$ cat src/rtl/temporal_pkg.sv
// Shared types and helpers for the temporal (race-logic) encoder family.
// Latency: none (package only).
// Backpressure: none (package only).
package temporal_pkg;

    // Width of one channel value: enough for 0..gamma, so gamma itself encodes infinity.
    function automatic int val_w(input int gamma);
        return $clog2(gamma) + 1;
    endfunction

    // A value at or beyond the gamma length means "no event this gamma cycle".
    function automatic logic is_inf(input logic [31:0] v, input int unsigned gamma);
        return (v >= gamma);
    endfunction

    localparam int DEF_GAMMA = 16;

    // Per-channel value at the default gamma length.
    typedef logic [val_w(DEF_GAMMA)-1:0] tval_t;

endpackage

$ cat src/rtl/temporal_lane.sv
// One channel: turns the active value and the phase into a spike bit (pulse or step, PULSE_MODE_EN).
// Latency: combinational; the parent registers the result.
// Backpressure: none.
module temporal_lane import temporal_pkg::*; #(
    parameter int VAL_W             = 5,
    parameter int GAMMA_CYCLE_WIDTH = 16,
    parameter int PULSE_WIDTH       = 8
) (
    input  logic [VAL_W-1:0] t_i,
    input  logic [VAL_W-1:0] val_i,
    output logic             spike_o
);

`ifdef PULSE_MODE_EN
    localparam bit PULSE_MODE = 1'b1;
`else
    localparam bit PULSE_MODE = 1'b0;
`endif

    // Step mode is a pulse that always reaches the gamma boundary; t never exceeds G-1,
    // so a span of G can never end the step early.
    localparam int SPAN = PULSE_MODE ? PULSE_WIDTH : GAMMA_CYCLE_WIDTH;

    logic [31:0] t32;
    logic [31:0] v32;

    assign t32 = 32'(t_i);
    assign v32 = 32'(val_i);

    // Event is high from t=v until the span ends; truncation at the boundary is implicit.
    always_comb begin
        spike_o = 1'b0;
        if (!is_inf(v32, GAMMA_CYCLE_WIDTH) && (t32 >= v32) && (t32 < v32 + 32'(SPAN))) begin
            spike_o = 1'b1;
        end
    end

endmodule

$ cat src/rtl/temporal_encoder.sv
// Binary-to-temporal encoder: one N_CH vector per gamma cycle becomes race-logic events (PULSE_MODE_EN selects pulse vs step).
// Latency: a vector accepted in gamma cycle k is emitted in the next gamma cycle after it reaches active; all outputs registered.
// Backpressure: in_ready drops while the shadow register is full, except in the last phase when shadow drains into active.
module temporal_encoder import temporal_pkg::*; #(
    parameter int N_CH              = 4,
    parameter int GAMMA_CYCLE_WIDTH = 16,
    parameter int PULSE_WIDTH       = 8,
    parameter int VAL_W             = val_w(GAMMA_CYCLE_WIDTH)
) (
    input  logic                    aclk,
    input  logic                    grst,
    input  logic                    in_valid,
    output logic                    in_ready,
    input  logic [N_CH*VAL_W-1:0]   in_data,
    output logic                    gamma_rst,
    output logic [N_CH-1:0]         spike,
    output logic                    underrun
);

    localparam int               DW     = N_CH * VAL_W;
    localparam logic [VAL_W-1:0] T_LAST = VAL_W'(GAMMA_CYCLE_WIDTH - 1);
    localparam logic [VAL_W-1:0] V_INF  = VAL_W'(GAMMA_CYCLE_WIDTH);

    logic [VAL_W-1:0] t_q, t_d;
    logic             first_q;
    logic             full_q, full_d;
    logic [DW-1:0]    shadow_q, shadow_d;
    logic [DW-1:0]    active_q, active_d;
    logic             gamma_rst_q;
    logic             underrun_q;
    logic [N_CH-1:0]  spike_q, spike_d;
    logic [DW-1:0]    all_inf;
    logic             last_cyc;
    logic             accept;

    assign last_cyc = (t_q == T_LAST);
    assign in_ready = ~full_q | last_cyc;
    assign accept   = in_valid & in_ready;

    // Constant vector with every channel at infinity.
    always_comb begin
        all_inf = '0;
        for (int i = 0; i < N_CH; i++) begin
            all_inf[i*VAL_W +: VAL_W] = V_INF;
        end
    end

    // Phase advance, shadow-to-active transfer at the last phase, and shadow load on handshake.
    // An accept in the last phase lands in shadow after the old contents moved on.
    always_comb begin
        t_d      = last_cyc ? '0 : t_q + VAL_W'(1);
        active_d = active_q;
        shadow_d = shadow_q;
        full_d   = full_q;
        if (last_cyc) begin
            active_d = full_q ? shadow_q : all_inf;
            full_d   = 1'b0;
        end
        if (accept) begin
            shadow_d = in_data;
            full_d   = 1'b1;
        end
    end

    // Lanes see the next phase and next active vector so spikes register in step with gamma_rst.
    for (genvar g = 0; g < N_CH; g++) begin : g_lane
        temporal_lane #(
            .VAL_W             (VAL_W),
            .GAMMA_CYCLE_WIDTH (GAMMA_CYCLE_WIDTH),
            .PULSE_WIDTH       (PULSE_WIDTH)
        ) u_lane (
            .t_i     (t_d),
            .val_i   (active_d[g*VAL_W +: VAL_W]),
            .spike_o (spike_d[g])
        );
    end

    // State and output registers; reset parks the phase at the last slot so the next cycle starts a gamma.
    // first_q hides the underrun that the empty post-reset shadow would otherwise report.
    always_ff @(posedge aclk) begin
        if (grst) begin
            t_q         <= T_LAST;
            first_q     <= 1'b1;
            full_q      <= 1'b0;
            shadow_q    <= '0;
            active_q    <= all_inf;
            gamma_rst_q <= 1'b0;
            underrun_q  <= 1'b0;
            spike_q     <= '0;
        end else begin
            t_q         <= t_d;
            first_q     <= 1'b0;
            full_q      <= full_d;
            shadow_q    <= shadow_d;
            active_q    <= active_d;
            gamma_rst_q <= last_cyc;
            underrun_q  <= last_cyc & ~full_q & ~first_q;
            spike_q     <= spike_d;
        end
    end

    assign gamma_rst = gamma_rst_q;
    assign underrun  = underrun_q;
    assign spike     = spike_q;

endmodule

$ cat config.mk
export PLATFORM = sky130hd
export DESIGN_NAME = temporal_encoder
export DESIGN_NICKNAME = d
export VERILOG_FILES = /design/src/rtl/temporal_pkg.sv /design/src/rtl/temporal_lane.sv /design/src/rtl/temporal_encoder.sv
export SDC_FILE = /design/constraint.sdc
export NUM_CORES = 1
export LEC_CHECK = 0
export BUFFER_PORTS_ARGS = -buffer_cell sky130_fd_sc_hd__buf_4
export CAP_MARGIN = 40
export CORE_UTILIZATION = 40
export CTS_CLUSTER_DIAMETER = 150
export DETAILED_ROUTE_END_ITERATION = 8
export PLACE_DENSITY = 0.56
export SYNTH_ARGS = -nofsm -noshare
export SYNTH_HDL_FRONTEND = slang
export SYNTH_HIERARCHICAL = 1
export SYNTH_SLANG_ARGS = --single-unit
$ cat constraint.sdc
create_clock -name aclk -period 6.1 [get_ports aclk]
set_clock_uncertainty 0.15 [all_clocks]
set_input_delay 0.305 -clock aclk [delete_from_list [all_inputs] [get_ports aclk]]
set_output_delay 0.305 -clock aclk [all_outputs]
set_load 0.01 [all_outputs]
---- Word-level counts from Yosys, hierarchy flattened ----
Cells that the tools add are included.
storage, ports and cells
  register bits ........................... 53
  bits of input ports ..................... 23
  output and inout bits ................... 7
  word-level logic and storage cells ...... 55
operators by class
  add/sub/neg operators ................... 5
  magnitude comparators ................... 12
  equal/unequal tests ..................... 1
  mux-type cells .......................... 10
  bitwise operators ....................... 6
  reductions and logical operators ........ 13
operator list
  kind                 number
  $lt 5x32->1          4
  $mux 20              2
  $add 5x5->6 const B  4
  $ge 5x5->1           4
  $ge 5x5->1 const B   4
  $logic_and 1x1->1    8
  $mux 1               7
  $add 5x1->5 const B  1
  $eq 5x4->1 const B   1
  $mux 5               1
  $logic_not 1->1      4
  $and 1x1->1          3
  $not 1->1            2
  $reduce_bool 2->1    1
  $or 1x1->1           1

---- Longest topological paths before layout ----
  depth in word-level cells ............... 7
  mapped depth ............................ 13
  mapped depth without buffers ............ 11

---- Modules after synthesis ----
The synthesis kept the hierarchy.
modules (own cells, without submodules)
  module            instances  cells an instance  area each (um^2)  sequential area each (um^2)
  temporal_encoder  1          294                2,462.4           1,061.0
  temporal_lane     4          21                 161.4             0.0

---- Worst setup path before layout ----
No wires, ideal clock.
  kind .................................... register to register
  start ................................... register t_q[0]
  end ..................................... register spike_q[0], in the netlist spike[0]
  library setup time ...................... 126 ps
  data arrival time ....................... 2,165 ps
  data required time ...................... 5,824 ps
  slack ................................... 3,658 ps
  stages on the path, launching flop included .. 14
  buffers on the path ..................... 2
  clock period less this slack ............ 2,442 ps
  cell sequence ........................... dfxtp_1 -> ha_1 -> and4b_1 -> buf_4 -> buf_4 -> nand3_1 -> nand2_1 -> inv_1 -> ha_1 -> a21o_1 -> a21oi_1 -> o21ai_1 -> and3_1 -> nor2b_1
on the way
  longest elaborated chain between the ends .. 7
  elaborated cells on any way between the ends .. 12
  classes of those cells .................. add/sub: 2; order compare: 3; eq/ne: 1; mux: 3; reduce/logical: 3
RTL lines
  what                                                                 RTL line                source
  from (decl)                                                          temporal_encoder.sv:24  logic [VAL_W-1:0] t_q, t_d;
  from (signal assigned)                                               temporal_encoder.sv:91  t_q <= t_d;
  $eq 5x4->1 (*)                                                       temporal_encoder.sv:36  assign last_cyc = (t_q == T_LAST);
  $mux 20 (*)                                                          temporal_encoder.sv:55  if (last_cyc) begin
  via active_d[3]                                                      temporal_encoder.sv:28  logic [DW-1:0] active_q, active_d;
  parallel branches: the longest is 3 deep, another holds $lt 5x32->1  -
  $logic_and 1x1->1 (*)                                                temporal_lane.sv:33     if (!is_inf(v32, GAMMA_CYCLE_WIDTH) && (t32 >= v32) && (t32 < v32 + 32'(SPAN))) begin
  $mux 1 (*)                                                           temporal_lane.sv:33
  via spike_d[0]                                                       temporal_encoder.sv:31  logic [N_CH-1:0] spike_q, spike_d;
  to (signal assigned)                                                 temporal_encoder.sv:98  spike_q <= spike_d;
  to (decl)                                                            temporal_encoder.sv:31
Mark *: on every way through the listed nets, which the timed path passes.
A chain may end at the register's enable or synchronous reset.

---- Worst setup path in the final report ----
  start ................................... register t_q[0]
  end ..................................... register spike_q[1], in the netlist spike[1]
Same word-level chain as after synthesis.

==> results_dict.tcl <==
set metrics [dict create \
    place_congestion 0.793 \
    portBuffers 29 \
    wl_per_cell_um 15.1 \
    internal-power_w 0.000680 \
    num_vias 2732 \
    drtAntennaViolNets 0 \
    clock_path_buffers 2 \
    max_slew_margin 0.419 \
    initial_core_util 0.422 \
    regToRegEndpoint "spike[1]$_SDFF_PP0_" \
    first_pass_iters 4 \
    power.density_nw_per_um2 324 \
    netlist_area_um2 3110 \
    finish.instance_area_um2 3460 \
    grt_overflow 0 \
    seq_area_frac_synth 0.341 \
    max_freq_mhz 298 \
    fin_ws_ps 2750 \
    rrSetupSlack_ps 2750 \
    comb_power_share 0.445 \
    diodes 0 \
    worst_ep_required_time_ps 6120 \
    antenna_found_initial 0 \
    cts_root_buffer "clkbuf_8" \
    reg2regPathDepth 12 \
    syn_area_per_cell_um2 8.22 \
    slew_violations 0 \
    ioPinCount 30 \
    min_path_type "in -> reg" \
    seqPwrFrac 0.378 \
    post_cts_resized 0 \
    run_status "completed" \
    worstReg2RegStart "t_q[0]$_SDFF_PP1_" \
    seq_area_um2 1060 \
    grt_usage 0.190 \
    rsz0062_at_grt "false" \
    async_reset_ff_frac 0 \
    dp_hpwl_mm 4.83 \
    hold_path_depth 3 \
    clock_sinks 53 \
    drtIter0Drc 119 \
    grt_pass1_vias 2598 \
    hp-start "in_data[6]" \
    core_area_um2 7370 \
    grt_max_degree 90 \
    yosys.cell_types.count 37 \
    vdd_drop_max_v 0.000116 \
    placed_area_um2 3370 \
    fp.dieArea_um2 8130 \
    hold_violations 0 \
    drc_errors 0 \
    worst-setup-path-type "reg -> reg" \
    cts_setup_buffers 0 \
    die_w_um 90.1 \
    clkLatencyLatePin_ps 310 \
    worstMarginPinSlew_ps 871 \
    cts_tree "done" \
    whs_endpoint "shadow_q[6]$_SDFFE_PP0P_" \
    finalCriticalPeriod_ps 3350 \
    grt_pass1_wl_mm 12.7 \
    cap_violations 0 \
    yosysWarnings 6 \
    synth-edff-count 0 \
    multiInputGateArea_um2 1800 \
    synth_fp_nets 426 \
    htree_levels 2 \
    fin_crit_sh 0.550 \
    critPathMaxFanout 38 \
    p_leak_nw 1.38 \
    syn_to_final_growth_pct 11.2 \
    netlist_instances 378 \
    synthFlopType "dfxtp_1" \
    setup_viol_count_final 0 \
    p_clk_frac 0.178 \
    cts_buffers 5 \
    setup-tns-final_ps 0 \
    cp-end-kind "flop" \
    nets 436 \
    pre_cts_ws_ps 2770 \
    path_clk_slew_ps 100 \
    fillCellCount 768 \
    die_y_um 90.1 \
    netSwitchingPower_w 0.000439 \
    p_sw_frac 0.392 \
    cts_hold_buffers 0 \
    start_kind "flop" \
    rows 31 \
    drive_gt1_frac 0.123 \
    critPathArrivalTime_ps 3380 \
    ys_ff_latch 53 \
    vias_per_cell 5.60 \
    routed_wirelength_mm 7.39 \
]
## routing by layer
layer	vias up	global-route usage	routed length (um)
li1	1392	-	-
met1	1296	0.277	3870
met2	40	0.291	3290
met3	4	0.0288	194
met4	0	0.0444	38
met5	-	0	0
## cells in the final DEF, fill, tap and decap left out, types with 2 or more instances in the layout
cell,n
a211o_1,4
a211oi_2,4
a21o_1,8
a21oi_1,28
a31oi_1,21
and3_1,4
buf_4,32
clkbuf_1,2
clkbuf_8,5
dfxtp_1,53
ha_1,25
inv_1,27
nand2_1,55
nand2b_1,5
nand3_1,20
nand4_1,5
nand4b_1,12
nor2_1,3
nor2b_1,9
nor3b_1,20
o2111ai_1,4
o21ai_1,4
o311ai_1,20
or2_2,2
or4_1,3
## flip-flops by register name, indices dropped and copies added, names as in the netlist
| name | count |
|---|---|
| active_q | 20 |
| first_q | 1 |
| full_q | 1 |
| gamma_rst | 1 |
| shadow_q | 20 |
| spike | 4 |
| t_q | 5 |
| underrun | 1 |
## cell families after synthesis
| group | after synthesis | synth area share |
|---|---|---|
| buf+inv | 58 | 0.0793 |
| compound gates | 97 | 0.218 |
| simple gates | 144 | 0.258 |
| fa+ha+maj | 25 | 0.101 |
| xor+xnor | 1 | 0.00282 |
| flops | 53 | 0.341 |
## synthesized netlist by cell type (8+ instances only)
library cell	instances	area, um2
nor2b_1	10	62.6
nand4b_1	12	105
a31oi_1	21	131
clkbuf_1	17	63.8
inv_1	27	101
nand2_1	55	206
o311ai_1	20	175
buf_2	8	40.0
a21oi_1	28	140
nand3_1	20	100
nor3b_1	20	150
a21o_1	8	60.1
ha_1	25	313
dfxtp_1	53	1060
## worst max-delay path by stage
stage	to	slack, ps	start	cells past startpoint
3_3_place_gp	spike[3]$_SDFF_PP0_	2830	t_q[0]$_SDFF_PP1_	10
2_1_floorplan	spike[0]$_SDFF_PP0_	3660	t_q[0]$_SDFF_PP1_	13
6_report	spike[1]$_SDFF_PP0_	2750	t_q[0]$_SDFF_PP1_	12
4_1_cts	spike[1]$_SDFF_PP0_	2750	t_q[0]$_SDFF_PP1_	12
5_1_grt	spike[1]$_SDFF_PP0_	2480	t_q[0]$_SDFF_PP1_	12
3_5_place_dp	spike[1]$_SDFF_PP0_	2770	t_q[0]$_SDFF_PP1_	12
## final cells by class
class | count | share of cell area
multi-input combinational | 267 | 0.522
sequential | 53 | 0.307
timing repair buffer | 34 | 0.0818
tap | 99 | 0.0358
inverter | 27 | 0.0293
clock buffer | 7 | 0.0221
clock inverter | 1 | 0.00217
## worst max-delay path: stages, from the launching register on
cell,delay (ps)
dfxtp_1,370
ha_1,280
and4b_1,620
buf_4,470
nand3_1,170
nand2_1,100
inv_1,40
ha_1,300
a21o_1,200
a21oi_1,140
o21ai_1,70
and3_1,170
nor2b_1,110
## power groups by stage
stage	clock network, W	logic, W	registers [W]
4_1_cts	0.000208	0.000502	0.000422
3_3_place_gp	0	0.000471	0.000429
3_5_place_dp	0	0.000499	0.000430
5_1_grt	0.000221	0.000561	0.000429
2_1_floorplan	0	0.000373	0.000425
6_report	0.000199	0.000498	0.000422
## per-stage QoR
stage | std cells | hold WS, ps | utilization | total power, W
after floorplan | 378 | 183 | - | 0.000798
after global placement | 477 | 230 | 0.451 | 0.000900
final | 488 | 91.5 | 0.469 | 0.00112
after global routing | 488 | 94.8 | 0.469 | 0.00121
after detailed placement | 480 | 242 | 0.458 | 0.000929
after CTS | 488 | 77.8 | 0.469 | 0.00113
Power figures use the tool's default switching activity.
